### config.mk
export PLATFORM = sky130hd
export DESIGN_NAME = freq_meter_flat
export DESIGN_NICKNAME = d
export VERILOG_FILES = /design/src/rtl/composer_pkg.sv /design/src/rtl/freq_meter_if.sv /design/src/rtl/sync_edge_detect.sv /design/src/rtl/freq_meter.sv /design/src/flat_wrapper.sv
export SDC_FILE = /design/constraint.sdc
export NUM_CORES = 1
export LEC_CHECK = 0
export ABC_AREA = 1
export CAP_MARGIN = 15
export CELL_PAD_IN_SITES_DETAIL_PLACEMENT = 1
export CELL_PAD_IN_SITES_GLOBAL_PLACEMENT = 1
export CORE_ASPECT_RATIO = 0.75
export CORE_MARGIN = 2
export CORE_UTILIZATION = 40
export CTS_CLUSTER_DIAMETER = 30
export CTS_CLUSTER_SIZE = 16
export DETAILED_ROUTE_END_ITERATION = 8
export PLACE_DENSITY = 0.79
export SETUP_SLACK_MARGIN = 0.15
export SLEW_MARGIN = 20
export SYNTH_ARGS = -nofsm -noshare
export SYNTH_HDL_FRONTEND = slang
export SYNTH_SLANG_ARGS = --single-unit
### constraint.sdc
create_clock -name CLOCK_50 -period 3.4 [get_ports CLOCK_50]
set_input_delay 0.68 -clock CLOCK_50 [delete_from_list [all_inputs] [get_ports CLOCK_50]]
set_output_delay 0.68 -clock CLOCK_50 [all_outputs]
set_load 0.005 [all_outputs]
### src/rtl/composer_pkg.sv
// Shared definitions for the frequency-meter slice.
//   fm_state_e       : measurement FSM states (IDLE, MEASURE, DONE)
//   DEF_GATE_CYCLES  : default gate window, 1 s at 50 MHz
//   DEF_CNT_W        : default edge-counter / result width
package composer_pkg;

  typedef enum logic [1:0] {
    IDLE    = 2'd0,
    MEASURE = 2'd1,
    DONE    = 2'd2
  } fm_state_e;

  localparam int DEF_GATE_CYCLES = 50000000;
  localparam int DEF_CNT_W       = 26;

endpackage

### src/rtl/freq_meter_if.sv
// Control/result bundle of freq_meter.
//   start    : one-cycle request to begin a measurement (master -> meter)
//   busy     : gate window open
//   freq     : rising-edge count of the last completed window
//   valid    : one-cycle pulse when freq/overflow update
//   overflow : last window saturated the edge counter
interface freq_meter_if
  import composer_pkg::*;
#(
  parameter int CNT_W = DEF_CNT_W
) ();

  logic             start;
  logic             busy;
  logic [CNT_W-1:0] freq;
  logic             valid;
  logic             overflow;

  modport master (output start, input  busy, freq, valid, overflow);
  modport slave  (input  start, output busy, freq, valid, overflow);

endinterface

### src/rtl/sync_edge_detect.sv
// Two-flop synchronizer followed by a registered rising-edge detector.
// edge_pulse is a one-cycle pulse three CLOCK_50 edges after async_in rises.
//   CLOCK_50   : sampling clock
//   resetn     : asynchronous active-low reset, clears all flops
//   async_in   : asynchronous input
//   edge_pulse : synchronous rising-edge pulse
module sync_edge_detect (
  input  logic CLOCK_50,
  input  logic resetn,
  input  logic async_in,
  output logic edge_pulse
);

  logic sync1, sync2, sync2_d;

  always_ff @(posedge CLOCK_50 or negedge resetn) begin
    if (!resetn) begin
      sync1      <= 1'b0;
      sync2      <= 1'b0;
      sync2_d    <= 1'b0;
      edge_pulse <= 1'b0;
    end else begin
      sync1      <= async_in;
      sync2      <= sync1;
      sync2_d    <= sync2;
      edge_pulse <= sync2 & ~sync2_d;
    end
  end

endmodule

### src/rtl/freq_meter.sv
// Gated frequency meter: counts rising edges of sig_in over a window of
// GATE_CYCLES CLOCK_50 cycles and reports the count when the window closes.
//   CLOCK_50 : system clock, rising edge
//   resetn   : asynchronous active-low reset (release is expected to be
//              synchronous to CLOCK_50, so no local reset synchronizer)
//   sig_in   : asynchronous signal under measurement
//   bus      : start / busy / freq / valid / overflow (slave side)
// GATE_CYCLES must be at least 4.
module freq_meter
  import composer_pkg::*;
#(
  parameter int GATE_CYCLES = DEF_GATE_CYCLES,
  parameter int CNT_W       = DEF_CNT_W
) (
  input  logic         CLOCK_50,
  input  logic         resetn,
  input  logic         sig_in,
  freq_meter_if.slave  bus
);

  localparam int               GW        = $clog2(GATE_CYCLES);
  localparam logic [GW-1:0]    GATE_LAST = GW'(GATE_CYCLES - 1);
  localparam logic [CNT_W-1:0] CNT_MAX   = '1;

  fm_state_e        state;
  logic [GW-1:0]    gate_cnt;
  logic [CNT_W-1:0] edge_cnt;
  logic             sat;
  logic             edge_pulse;

  logic [CNT_W-1:0] edge_nxt;
  logic             sat_nxt;

  sync_edge_detect u_sync (
    .CLOCK_50   (CLOCK_50),
    .resetn     (resetn),
    .async_in   (sig_in),
    .edge_pulse (edge_pulse)
  );

  // Saturating edge count including this cycle's pulse, so an edge in the
  // last gate cycle reaches the reported result. The flag marks a discarded
  // edge: a count pinned at max with overflow=0 is exact.
  always_comb begin
    edge_nxt = edge_cnt;
    sat_nxt  = sat;
    if (edge_pulse) begin
      if (edge_cnt == CNT_MAX) sat_nxt  = 1'b1;
      else                     edge_nxt = edge_cnt + CNT_W'(1);
    end
  end

  // busy/valid are registered with the state transition so they line up
  // exactly with MEASURE/DONE.
  always_ff @(posedge CLOCK_50 or negedge resetn) begin
    if (!resetn) begin
      state        <= IDLE;
      gate_cnt     <= '0;
      edge_cnt     <= '0;
      sat          <= 1'b0;
      bus.busy     <= 1'b0;
      bus.valid    <= 1'b0;
      bus.freq     <= '0;
      bus.overflow <= 1'b0;
    end else begin
      case (state)
        IDLE: begin
          bus.valid <= 1'b0;
          if (bus.start) begin
            state    <= MEASURE;
            gate_cnt <= '0;
            edge_cnt <= '0;
            sat      <= 1'b0;
            bus.busy <= 1'b1;
          end
        end
        MEASURE: begin
          gate_cnt <= gate_cnt + GW'(1);
          edge_cnt <= edge_nxt;
          sat      <= sat_nxt;
          if (gate_cnt == GATE_LAST) begin
            state        <= DONE;
            bus.busy     <= 1'b0;
            bus.valid    <= 1'b1;
            bus.freq     <= edge_nxt;
            bus.overflow <= sat_nxt;
          end
        end
        DONE: begin
          bus.valid <= 1'b0;
          if (bus.start) begin
            state    <= MEASURE;
            gate_cnt <= '0;
            edge_cnt <= '0;
            sat      <= 1'b0;
            bus.busy <= 1'b1;
          end else begin
            state <= IDLE;
          end
        end
        default: begin
          state     <= IDLE;
          bus.busy  <= 1'b0;
          bus.valid <= 1'b0;
        end
      endcase
    end
  end

endmodule

### src/flat_wrapper.sv
// flat-port wrapper written by rule: the top's interface ports become plain ports
module freq_meter_flat import composer_pkg::*;
#(
  parameter int GATE_CYCLES = DEF_GATE_CYCLES,
  parameter int CNT_W       = DEF_CNT_W
)
  (CLOCK_50, resetn, sig_in, bus_start, bus_busy, bus_freq, bus_valid, bus_overflow);
  freq_meter_if #(.CNT_W(CNT_W)) bus_i ();
  input  logic CLOCK_50;
  input  logic resetn;
  input  logic sig_in;
  input wire logic [$bits(bus_i.start)-1:0] bus_start;
  output wire logic [$bits(bus_i.busy)-1:0] bus_busy;
  output wire logic [$bits(bus_i.freq)-1:0] bus_freq;
  output wire logic [$bits(bus_i.valid)-1:0] bus_valid;
  output wire logic [$bits(bus_i.overflow)-1:0] bus_overflow;
  assign bus_i.start = bus_start;
  assign bus_busy = bus_i.busy;
  assign bus_freq = bus_i.freq;
  assign bus_valid = bus_i.valid;
  assign bus_overflow = bus_i.overflow;
  freq_meter #(.GATE_CYCLES(GATE_CYCLES), .CNT_W(CNT_W)) u_core (.CLOCK_50(CLOCK_50), .resetn(resetn), .sig_in(sig_in), .bus(bus_i));
endmodule
==> impl_metrics.env <==
export IMPL_status="finished, final reports clean"
export IMPL_crit_path_top_delay_cell="clkdlybuf4s50_1"
export IMPL_whs_path_depth=0
export IMPL_wl_per_cell_um=16.5
export IMPL_synth_top_cell_area_share_pct=44.2
export IMPL_cp_required_ps=3680
export IMPL_die_w_um=133
export IMPL_post_cts_buffers=0
export IMPL_clockBufferDepth=2
export IMPL_crit_chain="clkdlybuf4s50_1 > nand2_2 > nand2_4 > nand2_4 > nor2_4 > inv_1 > nor2_1 > nand3_1 > nand2_1 > nand2_1 > nor2_1"
export IMPL_ys_seq_area_share_pct=44.2
export IMPL_start_util_pct=40.7
export IMPL_antenna_left=0
export IMPL_path_max_fanout=18
export IMPL_clock_sinks=88
export IMPL_drcViolationCount=0
export IMPL_hp_start="u_core.u_sync.sync1"
export IMPL_startpoint_type="input pin"
export IMPL_vias=4675
export IMPL_port_buffers=32
export IMPL_finalCritPeriodShare_pct=66.7
export IMPL_leakagePower_nw=2.98
export IMPL_r2r_end="u_core.bus.freq[8]"
export IMPL_slowest_delay_ps=470
export IMPL_synth_nets=694
export IMPL_die_h_um=101
export IMPL_diodes=0
export IMPL_clock_latency_ps=350
export IMPL_wirelength_um=14700
export IMPL_dp_cells=873
export IMPL_ios=33
export IMPL_async_flop_share_pct=100
export IMPL_hold_buffers=0
export IMPL_htreeDepth=3
export IMPL_core_mm2=0.0122
export IMPL_reg2reg_depth=10
export IMPL_min_period_ps=2270
export IMPL_grt_first_pass_wirelength_um=24900
export IMPL_numCtsBuffers=9
export IMPL_synth_flop_cell="dfrtp_1"
export IMPL_grt_total_usage_pct=23.6
export IMPL_gp_congestion=0.847
export IMPL_syn_area_per_cell_um2=7.24
export IMPL_grt_start_max_net_pins=60
export IMPL_criticalPathCategory="input pin to register"
export IMPL_finalSetupViolCount=0
export IMPL_rsz0062_at_grt="no"
export IMPL_ys_ff_latch=88
export IMPL_hold_violations=0
export IMPL_maxCapViolations=0
export IMPL_ys_warn_count=0
export IMPL_synth_area_leaders="dfrtp_1 44%, nand2_1 19%, nand3_1 6.0%"
export IMPL_cp_arrival_ps=2550
export IMPL_ir_worst_vdd_mv=0.206
export IMPL_fin_nets=724
export IMPL_floorplan_die_area_mm2=0.0134
export IMPL_gr_total_overflow=0
export IMPL_drive_gt1_share_pct=8.16
export IMPL_powerDensity_mw_per_mm2=484
export IMPL_netlist_instances=688
export IMPL_first_pass_iters=4
export IMPL_min_to="u_core.u_sync.sync2"
export IMPL_worstMarginPinSlew_ps=767
export IMPL_hp_class="register to register"
export IMPL_netlist_area_mm2=0.00498
export IMPL_clkTransAtPathRegs_ps=60
export IMPL_grt_pass1_vias=4856
export IMPL_layout_area_overhead_vs_synth_pct=15.4
export IMPL_fin_setup_tns_ps=0
export IMPL_antenna_found_initial=0
export IMPL_rr_startpoint="u_core.gate_cnt[0]"
export IMPL_synth_edf_count=0
export IMPL_hpwl_um=10600
export IMPL_yosysTopAreaCell="dfrtp_1"
export IMPL_r2r_slack_ps=1140
export IMPL_crit_path_end_kind="register"
export IMPL_fmax_mhz=441
export IMPL_relSlewSlack_pct=48.9
export IMPL_viasPerCell=5.26
export IMPL_root_buffer="clkbuf_16"
export IMPL_instances_no_fill=889
export IMPL_critPathLaunch="bus_start"
export IMPL_rows=35
export IMPL_maxSlewViolCount=0
export IMPL_cts_resized=0
export IMPL_synth_cell_types=41
export IMPL_cts_tree="yes"
export IMPL_clock_skew_ps=5.23
export IMPL_drt_iter0_drc=260
-- power by group --
part,internal (W),switching (W)
logic,0.000144,0.000314
clock network,0.000663,0.000433
registers,0.00111,0.000114
total,0.00192,0.000861
-- kinds of logic (layout without fill, tap and decap cells) --
logic type	Yosys count	in the layout	share of synthesized area, %
AND/OR/NAND/NOR	459	459	41.8
buffers and inverters	96	131	8.24
flip-flops	88	88	44.2
AO/OA/AOI/OAI	38	38	4.32
XOR/XNOR	5	5	0.880
adder cells (fa/ha/maj)	2	2	0.503
-- placed cells by master, fill, tap and decap left out, types with 2 or more instances in the layout --
master           instances
buf_4                    5
nand2_2                  7
nor2_2                   5
a21oi_1                 15
clkbuf_16                9
nor2_4                   6
nand4_1                 28
bufinv_16                2
a21o_1                   2
xnor2_1                  2
o21ai_1                  3
inv_2                    4
ha_1                     2
nor2_1                  62
nand3_2                  6
clkinvlp_4               2
o21ai_0                 12
nand2_1                257
xor2_1                   3
nand3_1                 60
nand2_4                  5
dfrtp_1                 88
inv_1                   73
nor3_1                  15
clkdlybuf4s50_1         31
-- per-layer routing --
layer	vias to the layer above	global-route usage, %	wire length [um]
met5	-	0	0
met4	0	5.46	150
met3	11	3.57	538
met2	88	36.9	6310
met1	2331	34.7	7710
li1	2245	-	-
-- sequential cells by signal (all words and copies together) (netlist names) --
| register | count |
|---|---|
| u_core.bus.busy | 1 |
| u_core.bus.freq | 26 |
| u_core.bus.overflow | 1 |
| u_core.bus.valid | 1 |
| u_core.edge_cnt | 26 |
| u_core.gate_cnt | 26 |
| u_core.sat | 1 |
| u_core.state | 2 |
| u_core.u_sync.edge_pulse | 1 |
| u_core.u_sync.sync1 | 1 |
| u_core.u_sync.sync2 | 1 |
| u_core.u_sync.sync2_d | 1 |
-- metrics by stage --
| stage | power (W) | utilization (%) | worst slack [ps] | instance area (um2) | hold slack, ps |
|---|---|---|---|---|---|
| after floorplan | 0.00157 | - | 1750 | 4980 | 331 |
| after global placement | 0.00166 | 44.4 | 863 | 5420 | 336 |
| after detailed placement | 0.00170 | 44.4 | 785 | 5420 | 352 |
| after CTS | 0.00280 | 47.0 | 1120 | 5750 | 368 |
| after global routing | 0.00293 | 47.0 | 927 | 5750 | 384 |
| final | 0.00278 | 47.0 | 1130 | 5750 | 360 |
-- cell usage after synthesis (all sizes together), types with 2 or more instances --
| cell | count |
|---|---|
| or2 | 3 |
| a21o | 2 |
| ha | 2 |
| xnor2 | 2 |
| nand4 | 28 |
| nor2 | 74 |
| nor3 | 16 |
| xor2 | 3 |
| nand2 | 269 |
| clkbuf | 3 |
| inv | 78 |
| a21oi | 15 |
| nand3 | 66 |
| o21ai | 16 |
| dfrtp | 88 |
| buf | 14 |
-- worst max-delay path by stage --
stage          slack, ps                   to
5_1_grt              930  u_core.edge_cnt[23]
4_1_cts             1120   u_core.bus.freq[8]
6_report            1130  u_core.gate_cnt[19]
3_5_place_dp         780  u_core.gate_cnt[19]
3_3_place_gp         860   u_core.edge_cnt[9]
2_1_floorplan       1750   u_core.bus.freq[5]
-- cell type report --
class                   instances  area (um2)
fillers                      1561        6470
multi-input cells             504        2370
flip-flops and latches         88        2200
repair buffers                 36         348
inverters                      79         299
clock buffers                  11         243
well taps                     166         208
clock inverters                 5        80.1
-- worst max-delay path: cells and delay by family --
| kind | cells | cell delay [ps] |
|---|---|---|
| buf+inv | 2 | 520 |
| simple gates | 9 | 1340 |
Power figures use the tool's default switching activity.
